**src/rtl/axis_fifo_pkg.sv**
```systemverilog
// Shared helpers for the AXI-stream FIFO: depth legality check and pointer width.
package axis_fifo_pkg;

  function automatic bit is_pow2(input int v);
    return (v > 0) && ((v & (v - 1)) == 0);
  endfunction

  // One extra MSB beyond the address bits acts as the wrap bit.
  function automatic int ptr_w(input int depth);
    return $clog2(depth) + 1;
  endfunction

endpackage

```
**src/rtl/axis_fifo_ram.sv**
```systemverilog
// Simple dual-port storage: synchronous write, asynchronous (fall-through) read.
// Latency: write visible on rd_dat after the writing edge; read is combinational.
// Backpressure: none; the caller gates wr_en.
module axis_fifo_ram #(
  parameter int WIDTH = 9,
  parameter int DEPTH = 16
) (
  input  logic                     clk,
  input  logic                     wr_en,
  input  logic [$clog2(DEPTH)-1:0] wr_addr,
  input  logic [WIDTH-1:0]         wr_dat,
  input  logic [$clog2(DEPTH)-1:0] rd_addr,
  output logic [WIDTH-1:0]         rd_dat
);

  logic [WIDTH-1:0] mem [DEPTH];

  always_ff @(posedge clk) begin
    if (wr_en) mem[wr_addr] <= wr_dat;
  end

  assign rd_dat = mem[rd_addr];

endmodule

```
**src/rtl/axis_fifo_tlast.sv**
```systemverilog
// AXI-stream FIFO (tdata+tlast), first-word-fall-through, 1-cycle write-to-read latency.
// Backpressure: s_tready = !full (registered state only); define AXIS_FIFO_PACKET_MODE_EN
// to hold m_tvalid until a complete packet is stored (or the FIFO is full).
module axis_fifo_tlast
  import axis_fifo_pkg::*;
#(
  parameter int DATA_WIDTH         = 8,
  parameter int DEPTH              = 16,
  parameter int ALMOST_FULL_THRESH = DEPTH - 2
) (
  input  logic                   clk,
  input  logic                   rst_n,
  input  logic [DATA_WIDTH-1:0]  s_tdata,
  input  logic                   s_tvalid,
  input  logic                   s_tlast,
  output logic                   s_tready,
  output logic [DATA_WIDTH-1:0]  m_tdata,
  output logic                   m_tvalid,
  output logic                   m_tlast,
  input  logic                   m_tready,
  output logic [$clog2(DEPTH):0] count,
  output logic                   almost_full
);

  localparam int PW = ptr_w(DEPTH);
  localparam int AW = PW - 1;

  typedef struct packed {
    logic                  last;
    logic [DATA_WIDTH-1:0] data;
  } entry_t;

  generate
    if (!is_pow2(DEPTH) || DEPTH < 2) begin : g_bad_depth
      $error("axis_fifo_tlast: DEPTH must be a power of two and >= 2");
    end
    if (ALMOST_FULL_THRESH < 1 || ALMOST_FULL_THRESH > DEPTH) begin : g_bad_thresh
      $error("axis_fifo_tlast: ALMOST_FULL_THRESH must be in 1..DEPTH");
    end
    if (DATA_WIDTH < 1) begin : g_bad_width
      $error("axis_fifo_tlast: DATA_WIDTH must be >= 1");
    end
  endgenerate

  logic [PW-1:0] wptr, rptr, count_q;
  logic          rdy_en, empty, full, wr, rd;
  entry_t        wr_ent, rd_ent;

  assign empty = (wptr == rptr);
  assign full  = (wptr[AW] != rptr[AW]) && (wptr[AW-1:0] == rptr[AW-1:0]);

  // rdy_en keeps s_tready low through reset and until the first edge after release.
  assign s_tready = rdy_en && !full;
  assign wr       = s_tvalid && s_tready;
  assign rd       = m_tvalid && m_tready;

  assign wr_ent.last = s_tlast;
  assign wr_ent.data = s_tdata;

  axis_fifo_ram #(
    .WIDTH (DATA_WIDTH + 1),
    .DEPTH (DEPTH)
  ) u_ram (
    .clk     (clk),
    .wr_en   (wr),
    .wr_addr (wptr[AW-1:0]),
    .wr_dat  (wr_ent),
    .rd_addr (rptr[AW-1:0]),
    .rd_dat  (rd_ent)
  );

  assign m_tdata = rd_ent.data;
  assign m_tlast = rd_ent.last;

  always_ff @(posedge clk or negedge rst_n) begin
    if (!rst_n) begin
      wptr    <= '0;
      rptr    <= '0;
      count_q <= '0;
      rdy_en  <= 1'b0;
    end else begin
      rdy_en <= 1'b1;
      if (wr) wptr <= wptr + PW'(1);
      if (rd) rptr <= rptr + PW'(1);
      case ({wr, rd})
        2'b10:   count_q <= count_q + PW'(1);
        2'b01:   count_q <= count_q - PW'(1);
        default: count_q <= count_q;
      endcase
    end
  end

  assign count       = count_q;
  assign almost_full = (count_q >= PW'(ALMOST_FULL_THRESH));

`ifdef AXIS_FIFO_PACKET_MODE_EN
  logic [PW-1:0] pkt_cnt;
  logic          pkt_in, pkt_out;

  assign pkt_in  = wr && s_tlast;
  assign pkt_out = rd && m_tlast;

  always_ff @(posedge clk or negedge rst_n) begin
    if (!rst_n) begin
      pkt_cnt <= '0;
    end else begin
      case ({pkt_in, pkt_out})
        2'b10:   pkt_cnt <= pkt_cnt + PW'(1);
        2'b01:   pkt_cnt <= pkt_cnt - PW'(1);
        default: pkt_cnt <= pkt_cnt;
      endcase
    end
  end

  // The full override lets packets longer than DEPTH drain cut-through instead of deadlocking.
  assign m_tvalid = !empty && ((pkt_cnt != '0) || full);
`else
  assign m_tvalid = !empty;
`endif

endmodule

```
**config.mk**
```make
export PLATFORM = sky130hd
export DESIGN_NAME = axis_fifo_tlast
export DESIGN_NICKNAME = d
export VERILOG_FILES = /design/src/rtl/axis_fifo_pkg.sv /design/src/rtl/axis_fifo_ram.sv /design/src/rtl/axis_fifo_tlast.sv
export SDC_FILE = /design/constraint.sdc
export NUM_CORES = 1
export LEC_CHECK = 0
export BUFFER_PORTS_ARGS = -buffer_cell sky130_fd_sc_hd__buf_4
export CORE_MARGIN = 8
export CORE_UTILIZATION = 50
export CTS_BUF_LIST = sky130_fd_sc_hd__clkbuf_4 sky130_fd_sc_hd__clkbuf_8
export DETAILED_ROUTE_END_ITERATION = 10
export PLACE_DENSITY_LB_ADDON = 0.1
export SETUP_SLACK_MARGIN = 0.3
export SYNTH_ARGS = -nofsm -noshare
export SYNTH_HDL_FRONTEND = slang
export SYNTH_SLANG_ARGS = --single-unit
```
**constraint.sdc**
```tcl
create_clock -name clk -period 8 [get_ports clk]
set_input_delay 0.4 -clock clk [delete_from_list [all_inputs] [get_ports clk]]
set_output_delay 0.4 -clock clk [all_outputs]
set_load 0.02 [all_outputs]
```
**Word level (Yosys, flattened, before mapping)**

Memory sizes are Yosys's and may differ from the RTL's.
Cells that the tools add are included.

- Input bits: 13
- Bits in latches: 0
- ROM bits: 0
- Output and inout bits: 17
- Memories kept: 1
- Bits in registers: 16
- Bits in writable memories: 144
- Word-level logic and storage cells: 25

Memory list:

| memory | words | bits a word | rd ports | clocked after Yosys merged registers in | wr ports | line | RTL |
|---|---|---|---|---|---|---|---|
| u_ram.mem | 16 | 9 | 1 | 0 | 1 | axis_fifo_ram.sv:16 | `logic [WIDTH-1:0] mem [DEPTH];` |

- Shift operators: 0
- Eq/ne operators: 5
- Add/subtract/negate cells: 4
- Bitwise logic cells: 0
- Order comparisons: 1
- Mux-type cells: 3
- Div/mod/pow operators: 0
- Multiply operators: 0
- Reductions and logical operators: 7

Operators by type and width:

| kind | count |
|---|---|
| adder 5 x 1 -> 5 bit, second input constant | 3 |
| case mux 5 bit (2 select lines) | 1 |
| == test 5 bit | 1 |
| greater-or-equal comparator 5 x 4 -> 1 bit, second input constant | 1 |
| subtractor 5 x 1 -> 5 bit, second input constant | 1 |
| == test 4 bit | 1 |
| logical AND 1 bit | 4 |
| == test 2 x 1 -> 1 bit, second input constant | 1 |
| == test 2 bit, second input constant | 1 |
| logical NOT 1 bit | 2 |
| 2-to-1 mux 1 bit | 2 |
| nonzero test 2 bit | 1 |
| != test 1 bit | 1 |

**Logic depth before layout (Yosys ltp)**

Gate-level depths: netlist (run 1).

- Depth after elaboration: 7
- Depth in mapped cells: 11
- Mapped depth without buffers: 10

**Cells and area by module**

A second synthesis (run 1) with hierarchy kept.

- Cell total of the unflattened synthesis: 331
- Area total of the unflattened synthesis: 6567.5 um2

By module, submodules not included:

| module | seq. area each (um2) | area each (um2) | cells an instance | times used |
|---|---|---|---|---|
| axis_fifo_ram | 4324.1 | 5600.4 | 245 | 1 |
| axis_fifo_tlast | 400.4 | 967.2 | 86 | 1 |

**Worst setup path before layout (run 1)**

No wires, ideal clock.

- Kind: flip-flop to flip-flop
- Start: register rptr[0]
- End: register count_q[4] (netlist: count[4])
- Buffers on the path: 1
- Setup time: 0.080 ns
- Clock period less this slack: 2.609 ns
- Arrival: 2.529 ns
- Stages on the path, launching flop included: 12
- Setup slack: 5.391 ns
- Required time: 7.920 ns
- Cells stage by stage: dfrtp_1 -> buf_6 -> xnor2_2 -> nand4_4 -> o21ai_4 -> inv_1 -> ha_1 -> fa_1 -> a21o_1 -> a21oi_1 -> mux2i_1 -> xnor2_1

- Elaborated cells between the ends (all ways): 12
- Classes of those cells: eq/ne: 4; mux: 1; reduce/logical: 7

RTL lines:

| item | line | RTL |
|---|---|---|
| start, declared | axis_fifo_tlast.sv:45 | `logic [PW-1:0] wptr, rptr, count_q;` |
| start signal, assigned | axis_fifo_tlast.sv:84 | `if (rd) rptr <= rptr + PW'(1);` |
| == test 5 bit (*) | axis_fifo_tlast.sv:49 | `assign empty = (wptr == rptr);` |
| logical NOT 1 bit (*) | axis_fifo_tlast.sv:118 | `assign m_tvalid = !empty;` |
| logical AND 1 bit (*) | axis_fifo_tlast.sv:55 | `assign rd = m_tvalid && m_tready;` |
| named net rd | axis_fifo_tlast.sv:46 | `logic rdy_en, empty, full, wr, rd;` |
| == test 2 x 1 -> 1 bit / == test 2 bit (equally long branches) | axis_fifo_tlast.sv:85 | `case ({wr, rd})` |
| case mux 5 bit (2 select lines) / nonzero test 2 bit (equally long branches) | -- |  |
| end signal, assigned | axis_fifo_tlast.sv:86 | `2'b10: count_q <= count_q + PW'(1);` |
| end signal, assigned | axis_fifo_tlast.sv:87 | `2'b01: count_q <= count_q - PW'(1);` |
| end signal, assigned | axis_fifo_tlast.sv:88 | `default: count_q <= count_q;` |
| end, declared | axis_fifo_tlast.sv:45 |  |

Mark *: on every way through the listed nets, which the timed path passes. The rest lies on a longest branch.
A chain may end at the register's enable or synchronous reset.

**Worst setup path in the final report (run 1)**

- Start: register rptr[0]
- End: output m_tdata[1]

- Longest elaborated chain between the ends: 1

Ends and longest elaborated chain:

| item | line | RTL |
|---|---|---|
| memory read (16 x 9 bit) | -- |  |
| end, declared | axis_fifo_tlast.sv:17 | `output logic [DATA_WIDTH-1:0] m_tdata,` |

Every way passes these cells.

==> flow_summary_export.csv, run 1 <==
group,metric,value,unit
global_route,grt_pass1_wl,20.7,mm
timing,tightest_slew,1.10,ns
routing,via_per_inst,5.68,
yosys,synth_ff_type,"edfxtp_1",
yosys,synth_fp_nets,379,
global_route,grt_antenna_before_repair,0,
worst_setup_path,start_kind,"register",
clock_tree,cts_tree,"done",
placement,hpwl,8.45,mm
yosys,yosysTopAreaCellShare,0.642,
worst_setup_path,critPathRequiredTime,7.60,ns
timing,fin_skew,0.0107,ns
floorplan,start_util,0.511,
clock_tree,htreeDepth,4,
clock_tree,holdBufCountCts,1,
finish,fin_util,0.565,
clock_tree,post_cts_buffers,0,
power,power_leakage,0.00256,uW
global_route,grt_usage,0.160,
yosys,synth_common_cells,"edfxtp_1, mux2i_1, mux4_2",
yosys,yosys-top-cells-area,"edfxtp_1, mux4_2, dfrtp_1",
routing,drt-total-wl,13.2,mm
floorplan,ioPinCount,30,
yosys,synth-seq-area-share,0.701,
placement,port_buffers,29,
global_route,grt_pass1_vias,3447,
power,vdd_drop_max,156,uV
yosys,yosys_warnings,0,
worst_hold_path,hold_class,"in -> reg",
worst_setup_path,critPathArrivalTime,2.97,ns
yosys,synth_edf_count,144,
clock_tree,cts_root_buffer,"clkbuf_8",
clock_tree,numCtsBuffers,17,
finish,area_growth_syn_to_layout,10.6,%
finish,final_nets,412,
floorplan,die_w,132,um
timing,max_freq,297,MHz
floorplan,core_area,0.0132,mm2
status,status,"finished, final reports clean",
routing,antenna_left,0,
timing,min_period_over_period,0.421,
worst_setup_path,end_kind,"output port",
timing,relSlewSlack,0.264,
yosys,ys_seq_elements,160,
yosys,async_reset_ff_frac,0.100,
clock_tree,cts_max_path_buffers,2,
routing,routedWlPerCell,22.9,um
placement,place.gp.congestion,0.762,
clock_tree,ctsResizeCount,0,
power,p_per_area,354,mW/mm2
clock_tree,clk_pin_slew,0.08,ns
yosys,syn_avg_cell_area,18.9,um2
finish,antenna_cells,0,
timing,tns,0,ns
routing,drc,0,
finish,drive_gt1_frac,0.262,
yosys,yosysTopAreaCell,"edfxtp_1",
clock_tree,worstSkewPairLatency,0.44,ns
timing,slew_violations,0,
timing,finalSetupViolations,0,
worst_setup_path,crit_type,"reg -> out",
placement,dp_cells,545,
global_route,grt_overflow_total,0,
yosys,synth.most_common_cell,"edfxtp_1",
yosys,synthCells,356,
floorplan,rows,42,
global_route,grt_max_degree,49,
timing,rsz0062_at_grt,"false",
power,power.total,2630,uW
clock_tree,clkSinkCount,160,
routing,num_vias,3276,
yosys,ys_types,47,
floorplan,die_y,132,um
job,max_cap_violations,0,
floorplan,die_area,0.0174,mm2
finish,layoutNonFillerInstCount,577,
timing,final-hold-violation-count,0,
routing,drt_first_pass_iters,5,
worst_setup_path,crit_fanout,32,
routing,drt-initial-drc-count,275,
yosys,netlist_area,0.00674,mm2
timing,final.min_clock_period,3.37,ns
==> layout make-up <==
| class | count | area (um2) |
|---|---|---|
| inverter | 6 | 22.5 |
| clock buffer | 17 | 234 |
| sequential | 160 | 4730 |
| timing repair buffer | 35 | 265 |
| fill | 1033 | 5740 |
| tap | 176 | 220 |
| clock inverter | 14 | 149 |
| multi-input combinational | 169 | 1830 |
==> through the flow <==
stage | hold slack (ns) | area [um2] | setup WS (ns)
after floorplan | 0.104 | 6740 | 5.39
after global placement | 0.274 | 7060 | 4.64
after detailed placement | 0.278 | 7060 | 4.59
after CTS | 0.252 | 7450 | 4.50
after global routing | 0.262 | 7450 | 4.35
final | 0.272 | 7450 | 4.63
==> report_power, final <==
part           total, uW  leakage [uW]  switching [uW]  internal, uW
combinational        926      0.000883             493           433
sequential          1130       0.00149             142           990
clock                577      0.000189             277           300
==> registers in the layout, summed over array words and instances (netlist names) <==
name / flops
count: 5
u_ram.mem: 144
rdy_en: 1
rptr: 5
wptr: 5
==> critical path: stages, from the launching register on <==
cell	delay (ns)
dfrtp_2	1.06
nor2b_1	0.41
a22oi_1	0.40
mux2i_1	0.15
o21ai_1	0.30
buf_4	0.21
==> metal layers <==
metal / vias to the layer above / track usage / part of all wire
li1: 1486 / - / -
met1: 1678 / 0.201 / 0.42
met2: 94 / 0.265 / 0.51
met3: 18 / 0.0427 / 0.055
met4: 0 / 0.0517 / 0.012
met5: - / 0 / 0
==> cells in the final DEF, fill, tap and decap left out, drive strengths merged, types with 8 or more instances in the layout <==
| cell | count |
|---|---|
| clkinv | 8 |
| a32oi | 9 |
| a22oi | 9 |
| nor2 | 15 |
| buf | 34 |
| dfrtp | 16 |
| mux4 | 27 |
| xnor2 | 14 |
| clkbuf | 17 |
| mux2i | 28 |
| o21ai | 14 |
| ha | 9 |
| edfxtp | 144 |
==> cells by family (layout without fill, tap and decap cells) <==
| family | count (synthesis) | count (layout) | synth area share |
|---|---|---|---|
| xor gates and xnor gates | 16 | 16 | 0.0275 |
| muxes | 58 | 58 | 0.140 |
| AOI/OAI and AO/OA | 48 | 48 | 0.0559 |
| other | 1 | 1 | 0.000557 |
| buffers and inverters | 27 | 72 | 0.0266 |
| adders and majority gates | 10 | 10 | 0.0197 |
| and+or+nand+nor | 36 | 36 | 0.0282 |
| DFF | 160 | 160 | 0.701 |
==> final timing paths <==
| kind | start | end | slack, ns | depth (start not counted) |
|---|---|---|---|---|
| max in group asynchronous | rst_n | rptr[1]$_DFFE_PN0P_ | 7.42 | 2 |
| setup / recovery | rptr[0]$_DFFE_PN0P_ | m_tdata[1] | 4.63 | 5 |
| hold / removal | s_tlast | u_ram.mem[10][8]$_DFFE_PP_ | 0.27 | 1 |
| min in group asynchronous | rst_n | count[4]$_DFFE_PN0P_ | 0.37 | 2 |
| setup reg to reg | rptr[0]$_DFFE_PN0P_ | count[4]$_DFFE_PN0P_ | 4.66 | 10 |
| hold reg to reg | count[4]$_DFFE_PN0P_ | count[4]$_DFFE_PN0P_ | 0.52 | 1 |
Note: power is estimated with default switching activity, not from simulation.
==> inputs of run 2 (changes only) <==
==> constraint.sdc (replaced) <==
create_clock -name clk -period 2.74 [get_ports clk]
set_input_delay 0.137 -clock clk [delete_from_list [all_inputs] [get_ports clk]]
set_output_delay 0.137 -clock clk [all_outputs]
set_load 0.02 [all_outputs]
==> flow_summary_export.csv, run 2 (synthesized netlist as in run 1, its figures left out) <==
group,metric,value,unit
floorplan,die_y,132,um
placement,hpwl,8.62,mm
job,max_cap_violations,0,
finish,nFillCells,965,
global_route,grt_usage,0.169,
finish,layout.cells.most_common_list,"edfxtp_1, buf_4, mux2i_1, mux4_2, clkbuf_8",
clock_tree,cts_tree,"done",
worst_hold_path,min_path_cells,1,
clock_tree,numCtsBuffers,17,
power,vdd_drop_max,492,uV
timing,min_period_over_period,0.884,
timing,final.min_clock_period,2.42,ns
worst_setup_path,crit_fanout,6,
routing,drc,0,
floorplan,die_area,0.0174,mm2
clock_tree,clkSinkCount,160,
floorplan,rows,42,
global_route,grt_overflow_total,0,
worst_setup_path,reg2regPathDepth,11,
worst_setup_path,rrSetupSlack,0.32,ns
timing,fin_skew,0.0132,ns
finish,area_growth_syn_to_layout,18.9,%
worst_setup_path,critPathRequiredTime,3.06,ns
timing,max_freq,413,MHz
timing,tns,0,ns
placement,place_ws,0.199,ns
finish,multi_input_comb_area,0.00196,mm2
clock_tree,cts_root_buffer,"clkbuf_8",
clock_tree,worstSkewPairLatency,0.45,ns
floorplan,die_w,132,um
finish,fin_util,0.607,
global_route,grt_pass1_wl,21.8,mm
timing,tightest_slew,1.16,ns
power,power.total,8480,uW
worst_setup_path,crit_type,"reg -> reg",
floorplan,core_area,0.0132,mm2
timing,fin_ws,0.318,ns
placement,port_buffers,29,
finish,final_common_cell,"edfxtp_1",
floorplan,ioPinCount,30,
routing,via_per_inst,5.66,
timing,relSlewSlack,0.221,
power,p_per_area,1060,mW/mm2
routing,drt-initial-drc-count,249,
placement,place.gp.congestion,0.758,
routing,drt-total-wl,14.4,mm
routing,drt_first_pass_iters,4,
timing,final-hold-violation-count,0,
timing,rsz0062_at_grt,"true",
finish,drive_gt1_frac,0.357,
routing,routedWlPerCell,23.2,um
worst_setup_path,start_kind,"register",
worst_hold_path,hold_class,"in -> reg",
clock_tree,htreeDepth,4,
global_route,grt_antenna_before_repair,1,
finish,top_register,"u_ram.mem",
status,status,"finished, final reports clean",
timing,finalSetupViolations,0,
global_route,grt_pass1_vias,3631,
routing,num_vias,3500,
timing,slew_violations,0,
finish,final_nets,453,
worst_setup_path,critPathArrivalTime,2.74,ns
routing,antenna_left,0,
power,power_leakage,0.00280,uW
global_route,grt_max_degree,25,
timing,hold_slack,0.0330,ns
worst_setup_path,end_kind,"register",
floorplan,start_util,0.511,
finish,largest_reg_flops,144,
finish,antenna_cells,0,
finish,seqCellArea,0.00473,mm2
clock_tree,clk_pin_slew,0.08,ns
clock_tree,cts_max_path_buffers,2,
[run 2: changes by cell type in the layout (fill, tap and decap cells not counted), moves of 3 or more]
cell	before	now
clkinv_2	5	1
a22oi_1	9	4
xnor2_2	5	1
a22oi_2	0	5
buf_16	0	3
dlygate4sd3_1	1	9
clkbuf_4	0	4
buf_4	34	59
buf_12	0	3
dfrtp_2	2	5
xnor2_4	0	4
dfrtp_1	14	11
[run 2: per-layer routing]
metal / global-route usage / vias to the layer above / part of all wire
li1: - / 1573 / -
met2: 0.275 / 101 / 0.49
met5: 0 / - / 0.00084
met1: 0.219 / 1801 / 0.43
met4: 0.0606 / 2 / 0.017
met3: 0.0358 / 23 / 0.062
[run 2: cell type report]
| cell class | instances | area share |
|---|---|---|
| clock buffer | 21 | 0.0329 |
| clock inverter | 10 | 0.0142 |
| inverter | 6 | 0.00281 |
| multi-input combinational | 169 | 0.245 |
| sequential | 160 | 0.590 |
| tap | 176 | 0.0275 |
| timing repair buffer | 76 | 0.0876 |
[run 2: critical path, stage by stage, from the launching register on]
cell and delay (ns):
dfrtp_2 0.46, xnor2_4 0.17, and4_4 0.23, a21boi_4 0.19, inv_2 0.06, ha_4 0.19, buf_4 0.13, ha_1 0.26
a21o_1 0.18, a21oi_1 0.17, xor2_1 0.17, o21ai_0 0.09
[run 2: through the flow]
stage / instances / instance area [um2]
finish: 618 / 8010
CTS: 611 / 7910
global placement: 561 / 7230
floorplan: 356 / 6790
global route: 618 / 8010
detailed placement: 561 / 7230
[run 2: timing repair]
item | in CTS | in global routing
endpoints found under the setup margin | 10 | 9
hold endpoints to repair | 100 | 0
hold buffers | 9 | 0
gates resized for setup | 19 | 14
setup buffers | 8 | 7
pin swaps | 3 | 11
gates cloned | 2 | 0
[run 2: power breakdown]
group	internal [uW]	switching [uW]	total, uW
clock network	842	827	1670
registers	2900	236	3130
logic	1790	1890	3680
[run 2: final timing paths]
| path | to | from |
|---|---|---|
| setup / recovery | count[3]$_DFFE_PN0P_ | rptr[0]$_DFFE_PN0P_ |
| setup reg to reg | count[3]$_DFFE_PN0P_ | rptr[0]$_DFFE_PN0P_ |
| hold reg to reg | count[4]$_DFFE_PN0P_ | count[4]$_DFFE_PN0P_ |
| hold / removal | u_ram.mem[2][0]$_DFFE_PP_ | s_tdata[0] |
| min in group asynchronous | wptr[1]$_DFFE_PN0P_ | rst_n |
| max in group asynchronous | rptr[1]$_DFFE_PN0P_ | rst_n |
